`src/rtl/hazard_controller_pkg.sv`:
```
// Shared types and defaults for the pipeline hazard sequencer.
// State encodings and parameter defaults used across the block.
package hazard_controller_pkg;

  typedef enum logic {
    HZ_RUN     = 1'b0,
    HZ_MD_WAIT = 1'b1
  } hz_state_t;

  localparam int MD_CYCLES_DEF = 4;
  localparam int CNT_WIDTH_DEF = 32;

endpackage

```
`src/rtl/hazard_controller_lud.sv`:
```
// Combinational load-use hazard detector.
// Register 0 is hardwired, so it never creates a dependency.
module load_use_detector (
  input  logic       ID_EX_memRead,
  input  logic [4:0] ID_EX_rt,
  input  logic [4:0] IF_ID_rs,
  input  logic [4:0] IF_ID_rt,
  output logic       hazard
);

  logic rs_hit;
  logic rt_hit;

  assign rs_hit = (ID_EX_rt == IF_ID_rs);
  assign rt_hit = (ID_EX_rt == IF_ID_rt);

  assign hazard = ID_EX_memRead
                & (ID_EX_rt != 5'd0)
                & (rs_hit | rt_hit);

endmodule

```
`src/rtl/hazard_controller.sv`:
```
// Pipeline stall/flush sequencer: load-use, taken branch, mul/div hold.
// Also keeps saturating stall and flush performance counters.
module hazard_controller
  import hazard_controller_pkg::*;
#(
  parameter int MD_CYCLES = MD_CYCLES_DEF,
  parameter int CNT_WIDTH = CNT_WIDTH_DEF
) (
  input  logic                 clk,
  input  logic                 rst,
  input  logic                 ID_EX_memRead,
  input  logic                 ID_EX_mulDiv,
  input  logic [4:0]           ID_EX_rt,
  input  logic [4:0]           IF_ID_rs,
  input  logic [4:0]           IF_ID_rt,
  input  logic                 branch_taken,
  input  logic                 md_done,
  output logic                 PCWrite,
  output logic                 IF_ID_write,
  output logic                 ID_EX_write,
  output logic                 ID_EX_bubble,
  output logic                 EX_MEM_bubble,
  output logic                 IF_ID_flush,
  output logic                 md_start,
  output logic [CNT_WIDTH-1:0] stall_count,
  output logic [CNT_WIDTH-1:0] flush_count
);

  localparam int CW = $clog2(MD_CYCLES);

  hz_state_t     state_q, state_d;
  logic [CW-1:0] cnt_q, cnt_d;
  logic          hazard;

  load_use_detector u_lud (
    .ID_EX_memRead (ID_EX_memRead),
    .ID_EX_rt      (ID_EX_rt),
    .IF_ID_rs      (IF_ID_rs),
    .IF_ID_rt      (IF_ID_rt),
    .hazard        (hazard)
  );

  always_ff @(posedge clk) begin
    if (rst) begin
      state_q <= HZ_RUN;
      cnt_q   <= '0;
    end else begin
      state_q <= state_d;
      cnt_q   <= cnt_d;
    end
  end

  always_comb begin
    state_d       = state_q;
    cnt_d         = cnt_q;
    PCWrite       = 1'b1;
    IF_ID_write   = 1'b1;
    ID_EX_write   = 1'b1;
    ID_EX_bubble  = 1'b0;
    EX_MEM_bubble = 1'b0;
    IF_ID_flush   = 1'b0;
    md_start      = 1'b0;
    unique case (state_q)
      HZ_RUN: begin
        if (branch_taken) begin
          IF_ID_flush  = 1'b1;
          ID_EX_bubble = 1'b1;
        end else if (ID_EX_mulDiv) begin
          md_start      = 1'b1;
          PCWrite       = 1'b0;
          IF_ID_write   = 1'b0;
          ID_EX_write   = 1'b0;
          EX_MEM_bubble = 1'b1;
          cnt_d         = CW'(MD_CYCLES - 2);
          state_d       = HZ_MD_WAIT;
        end else if (hazard) begin
          PCWrite      = 1'b0;
          IF_ID_write  = 1'b0;
          ID_EX_bubble = 1'b1;
        end
      end
      HZ_MD_WAIT: begin
        if (cnt_q == '0 || md_done) begin
          state_d = HZ_RUN;
        end else begin
          PCWrite       = 1'b0;
          IF_ID_write   = 1'b0;
          ID_EX_write   = 1'b0;
          EX_MEM_bubble = 1'b1;
          cnt_d         = cnt_q - CW'(1);
        end
      end
      default: state_d = HZ_RUN;
    endcase
    // Reset masks everything so an abandoned op cannot leak a pulse.
    if (rst) begin
      PCWrite       = 1'b1;
      IF_ID_write   = 1'b1;
      ID_EX_write   = 1'b1;
      ID_EX_bubble  = 1'b0;
      EX_MEM_bubble = 1'b0;
      IF_ID_flush   = 1'b0;
      md_start      = 1'b0;
    end
  end

  always_ff @(posedge clk) begin
    if (rst) begin
      stall_count <= '0;
      flush_count <= '0;
    end else begin
      if (!PCWrite && stall_count != '1)
        stall_count <= stall_count + CNT_WIDTH'(1);
      if (IF_ID_flush && flush_count != '1)
        flush_count <= flush_count + CNT_WIDTH'(1);
    end
  end

endmodule

```
`config.mk`:
```
export PLATFORM = sky130hd
export DESIGN_NAME = hazard_controller
export DESIGN_NICKNAME = d
export VERILOG_FILES = /design/src/rtl/hazard_controller_pkg.sv /design/src/rtl/hazard_controller_lud.sv /design/src/rtl/hazard_controller.sv
export SDC_FILE = /design/constraint.sdc
export NUM_CORES = 1
export LEC_CHECK = 0
export BUFFER_PORTS_ARGS = -buffer_cell sky130_fd_sc_hd__buf_4
export CORE_UTILIZATION = 52
export CTS_CLUSTER_SIZE = 24
export DETAILED_ROUTE_END_ITERATION = 12
export PLACE_DENSITY = 0.87
export SYNTH_ARGS = -nofsm -noshare
export SYNTH_HDL_FRONTEND = slang
export SYNTH_SLANG_ARGS = --single-unit
```
`constraint.sdc`:
```
create_clock -name clk -period 2.4 [get_ports clk]
set_clock_uncertainty 0.1 [all_clocks]
set_input_delay 0.48 -clock clk [delete_from_list [all_inputs] [get_ports clk]]
set_output_delay 0.48 -clock clk [all_outputs]
set_load 0.1 [all_outputs]
```
* Word level (Yosys, flattened, before mapping)
Index checks and enable logic that the tools add are counted.
** Operators by class
- Muxes and demuxes :: 29
- Bitwise operators :: 4
- $add $sub $neg :: 3
- Reductions and logical operators :: 7
- Eq/ne operators :: 7
** Operators with widths (number)
- $add A32 B1 Y32 const B :: 2
- $ne A32 B32 Y1 const B :: 2
- $mux W1 :: 22
- $eq A5 B5 Y1 :: 2
- $mux W2 :: 3
- $ne A2 B2 Y1 const B :: 3
- $pmux W1 S2 :: 3
- $reduce_bool A5 Y1 :: 1
- $pmux W2 S2 :: 1
- $reduce_and A3 Y1 :: 1
- $and A1 B1 Y1 :: 2
- $logic_and A1 B1 Y1 :: 2
- $logic_not A2 Y1 :: 1
- $sub A2 B1 Y2 const B :: 1
- $logic_not A1 Y1 :: 1
- $logic_or A1 B1 Y1 :: 1
- $not A1 Y1 :: 1
- $or A1 B1 Y1 :: 1
** Word-level totals
- Output and inout bits :: 71
- Register bits after elaboration :: 67
- Logic and storage cells :: 54

* Longest topological paths before layout
Gate-level depths: netlist of the first run.
- Depth after elaboration :: 10
- Mapped depth :: 10

* By module
Synthesis of the first run repeated with hierarchy kept, for this count alone.
** Unflattened totals
- Cells, all modules :: 403
- Area total of the unflattened synthesis :: 3424.5 µm²
** Modules (own cells, without submodules)
- hazard_controller :: cells an instance 386, seq. area each 1341.3 µm², times used 1, area an instance 3299.4 µm²
- load_use_detector :: cells an instance 17, seq. area each 0.0 µm², times used 1, area an instance 125.1 µm²

* Least setup slack after synthesis of the first run
OpenSTA, ideal clock, no wires.
- Kind :: input to output
- Start :: input ID_EX_rt[0]
- End :: output PCWrite
- Data arrival time :: 2549 ps
- Path buffers :: 3
- Required time :: 1820 ps
- Cell stages on the path :: 7
- Setup slack :: -729 ps
- Cells stage by stage :: nor3_1 > nand2_1 > a311o_1 > buf_2 > buf_2 > nand2_1 > buf_4
** On the way
- Longest elaborated chain between the ends :: 8
- Elaborated cells between the ends (all ways) :: 11
- Classes of those cells :: eq/ne: 2; mux: 5; bitwise: 3; reduce/logical: 1
** Ends and longest elaborated chain
- from (decl) :: line hazard_controller.sv:13 : input logic [4:0] ID_EX_rt,
- $eq A5 B5 Y1 (tied with other cells) :: line hazard_controller_lud.sv:14 : assign rs_hit = (ID_EX_rt == IF_ID_rs);
- $or A1 B1 Y1 or $and A1 B1 Y1 (tied branches) :: line hazard_controller_lud.sv:19, hazard_controller_lud.sv:18
- $and A1 B1 Y1 * :: line hazard_controller_lud.sv:19 : & (rs_hit | rt_hit);
- $mux W1 * (3 in a row)
- $pmux W1 S2 *
- $mux W1 *
- to (decl) :: line hazard_controller.sv:18 : output logic PCWrite,
Every way passes the cells marked *; elsewhere a longest branch is shown, timed or not.

* Worst setup path in the final report of the first run
- Start :: input ID_EX_rt[0]
- End :: output IF_ID_write
** On the way
- Longest elaborated chain between the ends :: 8
- Elaborated cells between the ends (all ways) :: 11
- Classes of those cells :: eq/ne: 2; mux: 5; bitwise: 3; reduce/logical: 1
** Ends and longest elaborated chain
- $eq A5 B5 Y1 (tied with other cells) :: line hazard_controller_lud.sv:14
- $or A1 B1 Y1 or $and A1 B1 Y1 (tied branches) :: line hazard_controller_lud.sv:19, hazard_controller_lud.sv:18
- $and A1 B1 Y1 * :: line hazard_controller_lud.sv:19
- $mux W1 * :: line hazard_controller.sv:76 : end else if (hazard) begin
- $mux W1 * :: line hazard_controller.sv:68 : end else if (ID_EX_mulDiv) begin
- $mux W1 * :: line hazard_controller.sv:65 : if (branch_taken) begin
- $pmux W1 S2 * :: line hazard_controller.sv:63 : unique case (state_q)
- $mux W1 * :: line hazard_controller.sv:96 : if (rst) begin
- to (decl) :: line hazard_controller.sv:19 : output logic IF_ID_write,
Marks and branches as above.

==> results of run 1 <==
-- where the power goes --
part / switching, mW / internal, mW
Clock: 0.407 / 0.537
Combinational: 0.166 / 0.0844
Sequential: 0.00852 / 1.11
Total: 0.581 / 1.73
-- final cells by class --
class	instances	area (um^2)	share of cell area (%)
multi-input cells	312	1916	42.42
flip-flops and latches	67	1436	31.81
repair buffers	106	823.3	18.23
clock buffers	14	162.7	3.602
well taps	75	93.84	2.078
inverters	11	48.80	1.081
clock inverters	2	35.03	0.7758
-- through the flow --
step	utilization (%)	hold slack [ps]	std cells	worst slack, ps
floorplan	-	336.8	402	-115.6
global placement	71.18	346.3	570	21.40
detailed placement	71.18	353.4	570	-94.05
CTS	74.69	325.1	587	-7.919
global route	74.94	335.6	587	-10.90
finish	74.94	339.0	587	60.98
-- state kept, by name, indices dropped and copies added (netlist names) --
name         count
cnt_q            2
stall_count     32
flush_count     32
state_q          1
-- repair_timing --
action                                  4_1_cts  5_1_grt
hold endpoints to repair                      0        0
gates resized for setup                       1        4
pin swaps                                     1        3
buffers inserted                              1        0
endpoints found under the setup margin        3        4
-- layout by cell type (no fill, tap or decap), types with 2 or more instances in the layout --
| master | netlist | final |
|---|---|---|
| xnor2_1 | 20 | 20 |
| clkbuf_8 | 0 | 11 |
| nand3_1 | 33 | 33 |
| and2_1 | 3 | 3 |
| xor2_1 | 32 | 32 |
| buf_4 | 1 | 101 |
| a21oi_1 | 19 | 19 |
| nor3_1 | 14 | 14 |
| clkinvlp_4 | 0 | 2 |
| o21ai_0 | 18 | 18 |
| inv_1 | 11 | 8 |
| dfxtp_4 | 0 | 7 |
| buf_6 | 0 | 4 |
| or3_1 | 17 | 17 |
| nand2b_1 | 2 | 2 |
| nand4_1 | 22 | 22 |
| nand3b_1 | 3 | 3 |
| dfxtp_2 | 0 | 55 |
| dfxtp_1 | 67 | 5 |
| nor2_1 | 54 | 54 |
| and3_1 | 11 | 11 |
| and4_1 | 8 | 8 |
| nor4_2 | 2 | 2 |
| nand2_1 | 30 | 29 |
| ha_1 | 3 | 2 |
| nor4_1 | 3 | 3 |
| nor2b_1 | 2 | 2 |
| clkbuf_1 | 7 | 3 |
-- cells by family (layout without fill, tap and decap cells) --
family / after synthesis / count (layout)
buf+inv: 23 / 133
compound gates: 46 / 46
simple gates: 210 / 210
fa+ha+maj: 3 / 3
mux: 1 / 1
flops: 67 / 67
xor+xnor: 52 / 52
-- Yosys cell counts, drive strengths merged, types with 2 or more instances --
| cell | number |
|---|---|
| nand2b | 2 |
| nand2 | 30 |
| inv | 11 |
| and2 | 3 |
| nand3 | 33 |
| dfxtp | 67 |
| xor2 | 32 |
| a21oi | 19 |
| clkbuf | 7 |
| xnor2 | 20 |
| and3 | 11 |
| nor3 | 14 |
| o21ai | 18 |
| nor2b | 2 |
| nor4 | 5 |
| buf | 5 |
| or3 | 17 |
| nor2 | 55 |
| and4 | 9 |
| nand3b | 3 |
| ha | 3 |
| nand4 | 23 |
-- worst paths after layout --
| kind | end | slack [ps] | depth (start not counted) |
|---|---|---|---|
| setup / recovery | IF_ID_write | 60 | 7 |
| hold / removal | state_q$_DFF_P_ | 340 | 2 |
| setup reg to reg | stall_count[15]$_SDFFE_PP0P_ | 120 | 9 |
| hold reg to reg | cnt_q[1]$_SDFFE_PP0P_ | 360 | 2 |
-- layer usage --
metal,vias to the layer above,track usage (%),share of wire (%)
li1,1634,-,-
met1,1578,30.03,41
met2,86,46.86,53
met3,18,5.556,4.1
met4,0,12.28,1.8
met5,-,0,0
-- critical path, stage by stage --
cell and delay [ps]:
buf_4 120, nor3_1 190, nand2_1 90, a311o_1 400, buf_12 170, nand2_8 70
buf_6 220
==> impl_metrics.csv, run 1 <==
group,metric,value,unit
synth,synthAdderAreaFrac,1.133,%
critical_path,crit_required,1820,ps
floorplan,ios,92,
timing,finalMaxSlewViolations,0,
floorplan,fp.dieH,81.82,um
critical_path,cp.arrival,1760,ps
critical_path,critPathLaunch,"ID_EX_rt[0]",
floorplan,initial_core_util,54.98,%
synth,synth.top_cell.area_share,40.48,%
power_and_ir_drop,p_leak,1.805,nW
placement,placed_area,4289,um^2
grt,grt-ovfl-total,0,
critical_path,worstSetupPathType,"input port to output port",
floorplan,die_w,81.82,um
route,drtPass1Iterations,4,
grt,track_usage,26.42,%
route,wl,8.521,mm
synth,yosysTopAreaCell,"dfxtp_1",
hold_path,hp-start,"ID_EX_mulDiv",
timing,min_period_over_period,97.46,%
synth,netlist_area,3313,um^2
clock_tree,path_clk_slew,60,ps
clock_tree,clkSinkCount,67,
final_layout,drive_above_1_share,38.48,%
placement,gp_congestion,0.8466,
timing,min_period,2339,ps
placement,dp_hpwl,6.009,mm
route,vias,3316,
final_layout,fin_area,4516,um^2
grt,grt_max_degree,65,
placement,numPortBuffers,91,
clock_tree,cts_tree,"built",
final_layout,diodes,0,
power_and_ir_drop,finalPower,2.314,mW
critical_path,cp-end-kind,"output port",
critical_path,r2r-start,"cnt_q[0]$_SDFFE_PP0P_",
clock_tree,cts_buffer_depth,2,
final_layout,fillers,451,
grt,grt_pass1_wl,13.61,mm
critical_path,crit_path_start_kind,"input port",
synth,yosysWarningCount,0,
timing,worst_pin_slew,654.7,ps
synth,synth-compound-area-share,7.931,%
clock_tree,root_buffer,"clkbuf_8",
synth,synth_area_per_cell,8.242,um^2
route,wire_per_inst,14.52,um
synth,synth.area.top_cells,"dfxtp_1 (40%), xor2_1 (8.5%), nor2_1 (6.1%)",
route,vias_per_cell,5.649,
timing,relSlewSlack,56.35,%
synth,synthArstFlopShare,0,%
synth,ys_ff_latch,67,
final_layout,nets,531,
route,post-route-drc-count,0,
synth,ys_types,40,
status,status,"finished, final reports clean",
synth,synthSimpleGateAreaFrac,33.53,%
synth,synth_top_family_by_area,"simple AND/OR/NAND/NOR gates",
floorplan,die_area,6695,um^2
flow_run,maxCapViolCount,0,
clock_tree,worstSkewPairLatency,340,ps
synth,yosysSeqAreaShare,40.48,%
synth,muxShareOfSynthArea,0.3021,%
hold_path,hp-class,"input port to flip-flop",
timing,finalHoldViolations,0,
synth,synth_xor_area_share,13.75,%
clock_tree,numCtsBuffers,9,
final_layout,area.growth.synth_to_final,36.29,%
synth,synth_ff_type,"dfxtp_1",
power_and_ir_drop,p_per_area,512.4,nW/um^2
synth,postSynthCellCount,402,
clock_tree,cts_hold_buffers,0,
grt,grt_pass1_vias,3068,
clock_tree,cts_htree_levels,3,
critical_path,cp_max_fo,16,
grt,antenna_found_initial,0,
timing,fin_tns_setup,0,ps
synth,synth_nets,426,
route,ant_nets,0,
timing,setup_viol,0,
route,drt_iter0_markers,132,
floorplan,coreArea,6026,um^2
synth,synth-edff-count,0,
floorplan,rows,28,
timing,rsz0062_at_grt,"true",
timing,fmax,0.4275,GHz
power_and_ir_drop,peakVddDrop,354.6,uV
Note: power is estimated with default switching activity, not from simulation.
==> run 2: changes to the inputs <==
--- a/config.mk
+++ b/config.mk
@@ -5,8 +5,9 @@
 export SDC_FILE = /design/constraint.sdc
 export NUM_CORES = 1
 export LEC_CHECK = 0
+export ABC_AREA = 1
 export BUFFER_PORTS_ARGS = -buffer_cell sky130_fd_sc_hd__buf_4
-export CORE_UTILIZATION = 52
+export CORE_UTILIZATION = 55
 export CTS_CLUSTER_SIZE = 24
 export DETAILED_ROUTE_END_ITERATION = 12
 export PLACE_DENSITY = 0.87
==> run 2 against run 1 <==
Net effect: the run now ends with negative setup slack left; sequential share of layout area fell by 7.6 points; sequential power barely moved; first-iteration DRC count rose to 2.8 times the previous value; routed wire length rose by 47%.
==> impl_metrics.csv, run 2 <==
group,metric,value,unit
final_layout,diodes,0,
grt,grt_pass1_vias,4417,
grt,use_met2,48.06,%
synth,synth_ff_type,"dfxtp_1",
timing,min_period_over_period,101.6,%
grt,antenna_found_initial,0,
timing,finalMaxSlewViolations,0,
grt,met3_usage,4.312,%
critical_path,r2r-start,"flush_count[20]$_SDFFE_PP0P_",
placement,gp_congestion,0.9679,
route,ant_nets,0,
placement,placed_area,5275,um^2
synth,synthArstFlopShare,0,%
critical_path,worstSetupPathType,"flip-flop to output port",
floorplan,coreArea,7767,um^2
clock_tree,cts_hold_buffers,0,
synth,synth.top_cell.area_share,30.29,%
synth,synth-edff-count,0,
timing,rsz0062_at_grt,"true",
hold_path,hp-class,"flip-flop to flip-flop",
critical_path,crit_path_start_kind,"flip-flop",
synth,yosysTopAreaCell,"dfxtp_1",
synth,yosys-top-cells-count,"nand2_1 (248), nor2_1 (76), inv_1 (70), dfxtp_1 (67), nand3_1 (64)",
final_layout,drive_above_1_share,18.98,%
final_layout,final_cell_mix,"nand2_1 (248), buf_4 (103), nor2_1 (75)",
floorplan,rows,32,
timing,worst_slack,-39.49,ps
grt,busiest_layer,"met2",
synth,ys_ff_latch,67,
critical_path,crit_chain,"inv_2 > ha_4 > nor3_4 > a21oi_2 > a21oi_2 > nand2_4 > nand2_4 > clkinvlp_4 > buf_12",
clock_tree,cts_buffer_depth,2,
route,vias,4988,
final_layout,fin_area,5562,um^2
flow_run,maxCapViolCount,0,
timing,fmax,0.4099,GHz
synth,ys_types,32,
route,vias_per_cell,5.369,
final_layout,largest_registers,"flush_count (32), stall_count (32), cnt_q (2)",
clock_tree,numCtsBuffers,9,
power_and_ir_drop,p_leak,2.241,nW
critical_path,critPathTopFamily,"simple AND/OR/NAND/NOR gates",
route,drt_iter0_markers,372,
placement,place_ws,140.0,ps
status,status,"complete, but fails checks",
critical_path,worst-path-buf-inv,3,
timing,finalHoldViolations,0,
clock_tree,cts_tree,"built",
route,wire_per_inst,13.49,um
grt,grt_pass1_wl,20.47,mm
final_layout,nets,846,
critical_path,critPathLaunch,"cnt_q[1]$_SDFFE_PP0P_",
grt,grt_max_degree,38,
floorplan,initial_core_util,57.01,%
critical_path,crit_slowest_cell,"dfxtp_2",
synth,yosysWarningCount,0,
grt,use_met1,42.74,%
synth,postSynthCellCount,726,
power_and_ir_drop,peakVddDrop,395.3,uV
clock_tree,clkSinkCount,67,
timing,setup_viol,2,
route,drtPass1Iterations,5,
hold_path,hp-start,"stall_count[31]$_SDFFE_PP0P_",
grt,grt-ovfl-total,0,
synth,yosysMostFrequentCell,"nand2_1",
floorplan,fp.dieH,91.73,um
placement,dp_hpwl,9.495,mm
power_and_ir_drop,p_per_area,440.0,nW/um^2
critical_path,cp.arrival,1860,ps
final_layout,layout_commonest_cell,"nand2_1",
status,violations,"negative setup slack",
critical_path,cp_max_fo,3,
clock_tree,cts_htree_levels,3,
placement,numPortBuffers,91,
floorplan,die_w,91.73,um
synth,synth.area.top_cells,"dfxtp_1 (30%), nand2_1 (21%), nand3_1 (7.2%)",
floorplan,ios,92,
synth,yosysSeqAreaShare,30.29,%
clock_tree,root_buffer,"clkbuf_8",
critical_path,cp-end-kind,"output port",
synth,synth_area_per_cell,6.099,um^2
timing,min_period,2439,ps
critical_path,crit_required,1820,ps
synth,netlist_area,4428,um^2
final_layout,area.growth.synth_to_final,25.60,%
floorplan,die_area,8413,um^2
critical_path,critPathMaxStageDelay,340,ps
grt,track_usage,30.22,%
timing,relSlewSlack,69.11,%
route,post-route-drc-count,0,
route,wl,12.53,mm
clock_tree,worstSkewPairLatency,350,ps
synth,synth_nets,750,
timing,worst_pin_slew,459.8,ps
clock_tree,path_clk_slew,80,ps
run 2: changes by cell type after synthesis, sizes merged, moves of 8 or more:
cell,previous run,this run
nand2,30,253
inv,11,72
a21oi,19,60
nand3,33,65
nor3,14,41
nor2,55,81
nand4,23,5
or3,17,0
and3,11,0
xor2,32,22
and4,9,0
buf,5,13
run 2: kinds of logic after synthesis:
| group | count (synthesis) | share of synthesized area [%] |
|---|---|---|
| flip-flops | 67 | 30.29 |
| XOR/XNOR | 35 | 6.923 |
| AO/OA/AOI/OAI | 74 | 8.590 |
| buffers and inverters | 95 | 9.438 |
| adder cells (fa/ha/maj) | 3 | 0.8478 |
| AND/OR/NAND/NOR | 452 | 43.91 |
run 2: layer usage:
metal	wire (um)	part of all wire [%]
met2	5659	45
met1	5711	46
met5	0	0
met3	937	7.5
met4	225	1.8
run 2: power by group:
group          leakage (nW)  switching, mW  internal, mW
clock network        0.0968          0.451         0.587
logic                  1.60          0.195        0.0859
registers             0.543        0.00987          1.12
run 2: per-stage QoR:
step           hold WS, ps  cells  util [%]  setup TNS [ps]  total power, mW
2_1_floorplan        305.0    726         -           -9788            1.352
3_3_place_gp         313.0    910     67.91               0            1.408
3_5_place_dp         326.8    910     67.91               0            1.417
4_1_cts              337.4    927     70.89          -12.72            2.437
5_1_grt              425.2    929     71.60          -230.3            2.529
6_report             402.1    929     71.60          -78.48            2.447
run 2: worst paths after layout:
kind / end / slack, ps / cells past startpoint
setup / recovery: PCWrite / -40 / 9
hold / removal: stall_count[31]$_SDFFE_PP0P_ / 400 / 2
setup reg to reg: flush_count[3]$_SDFFE_PP0P_ / 210 / 10
hold reg to reg: stall_count[31]$_SDFFE_PP0P_ / 400 / 2
run 2: cell type report:
class	count	area, um^2
clock buffer	12	135.1
clock inverter	4	75.07
fill	678	2206
inverter	72	274.0
multi-input combinational	564	2741
sequential	67	1349
tap	102	127.6
timing repair buffer	108	859.6
run 2: repair_timing:
action / CTS / global route
gates resized for setup: 3 / 11
endpoints found under the hold margin: 0 / 0
cloned: 0 / 0
buffers inserted: 1 / 2
pin swaps: 0 / 4
endpoints found under the setup margin: 3 / 9
run 2: tightest hold or removal path, cell delays in order (launching register included):
cell,delay (ps)
dfxtp_1,340
nand2_1,70
a21oi_1,50
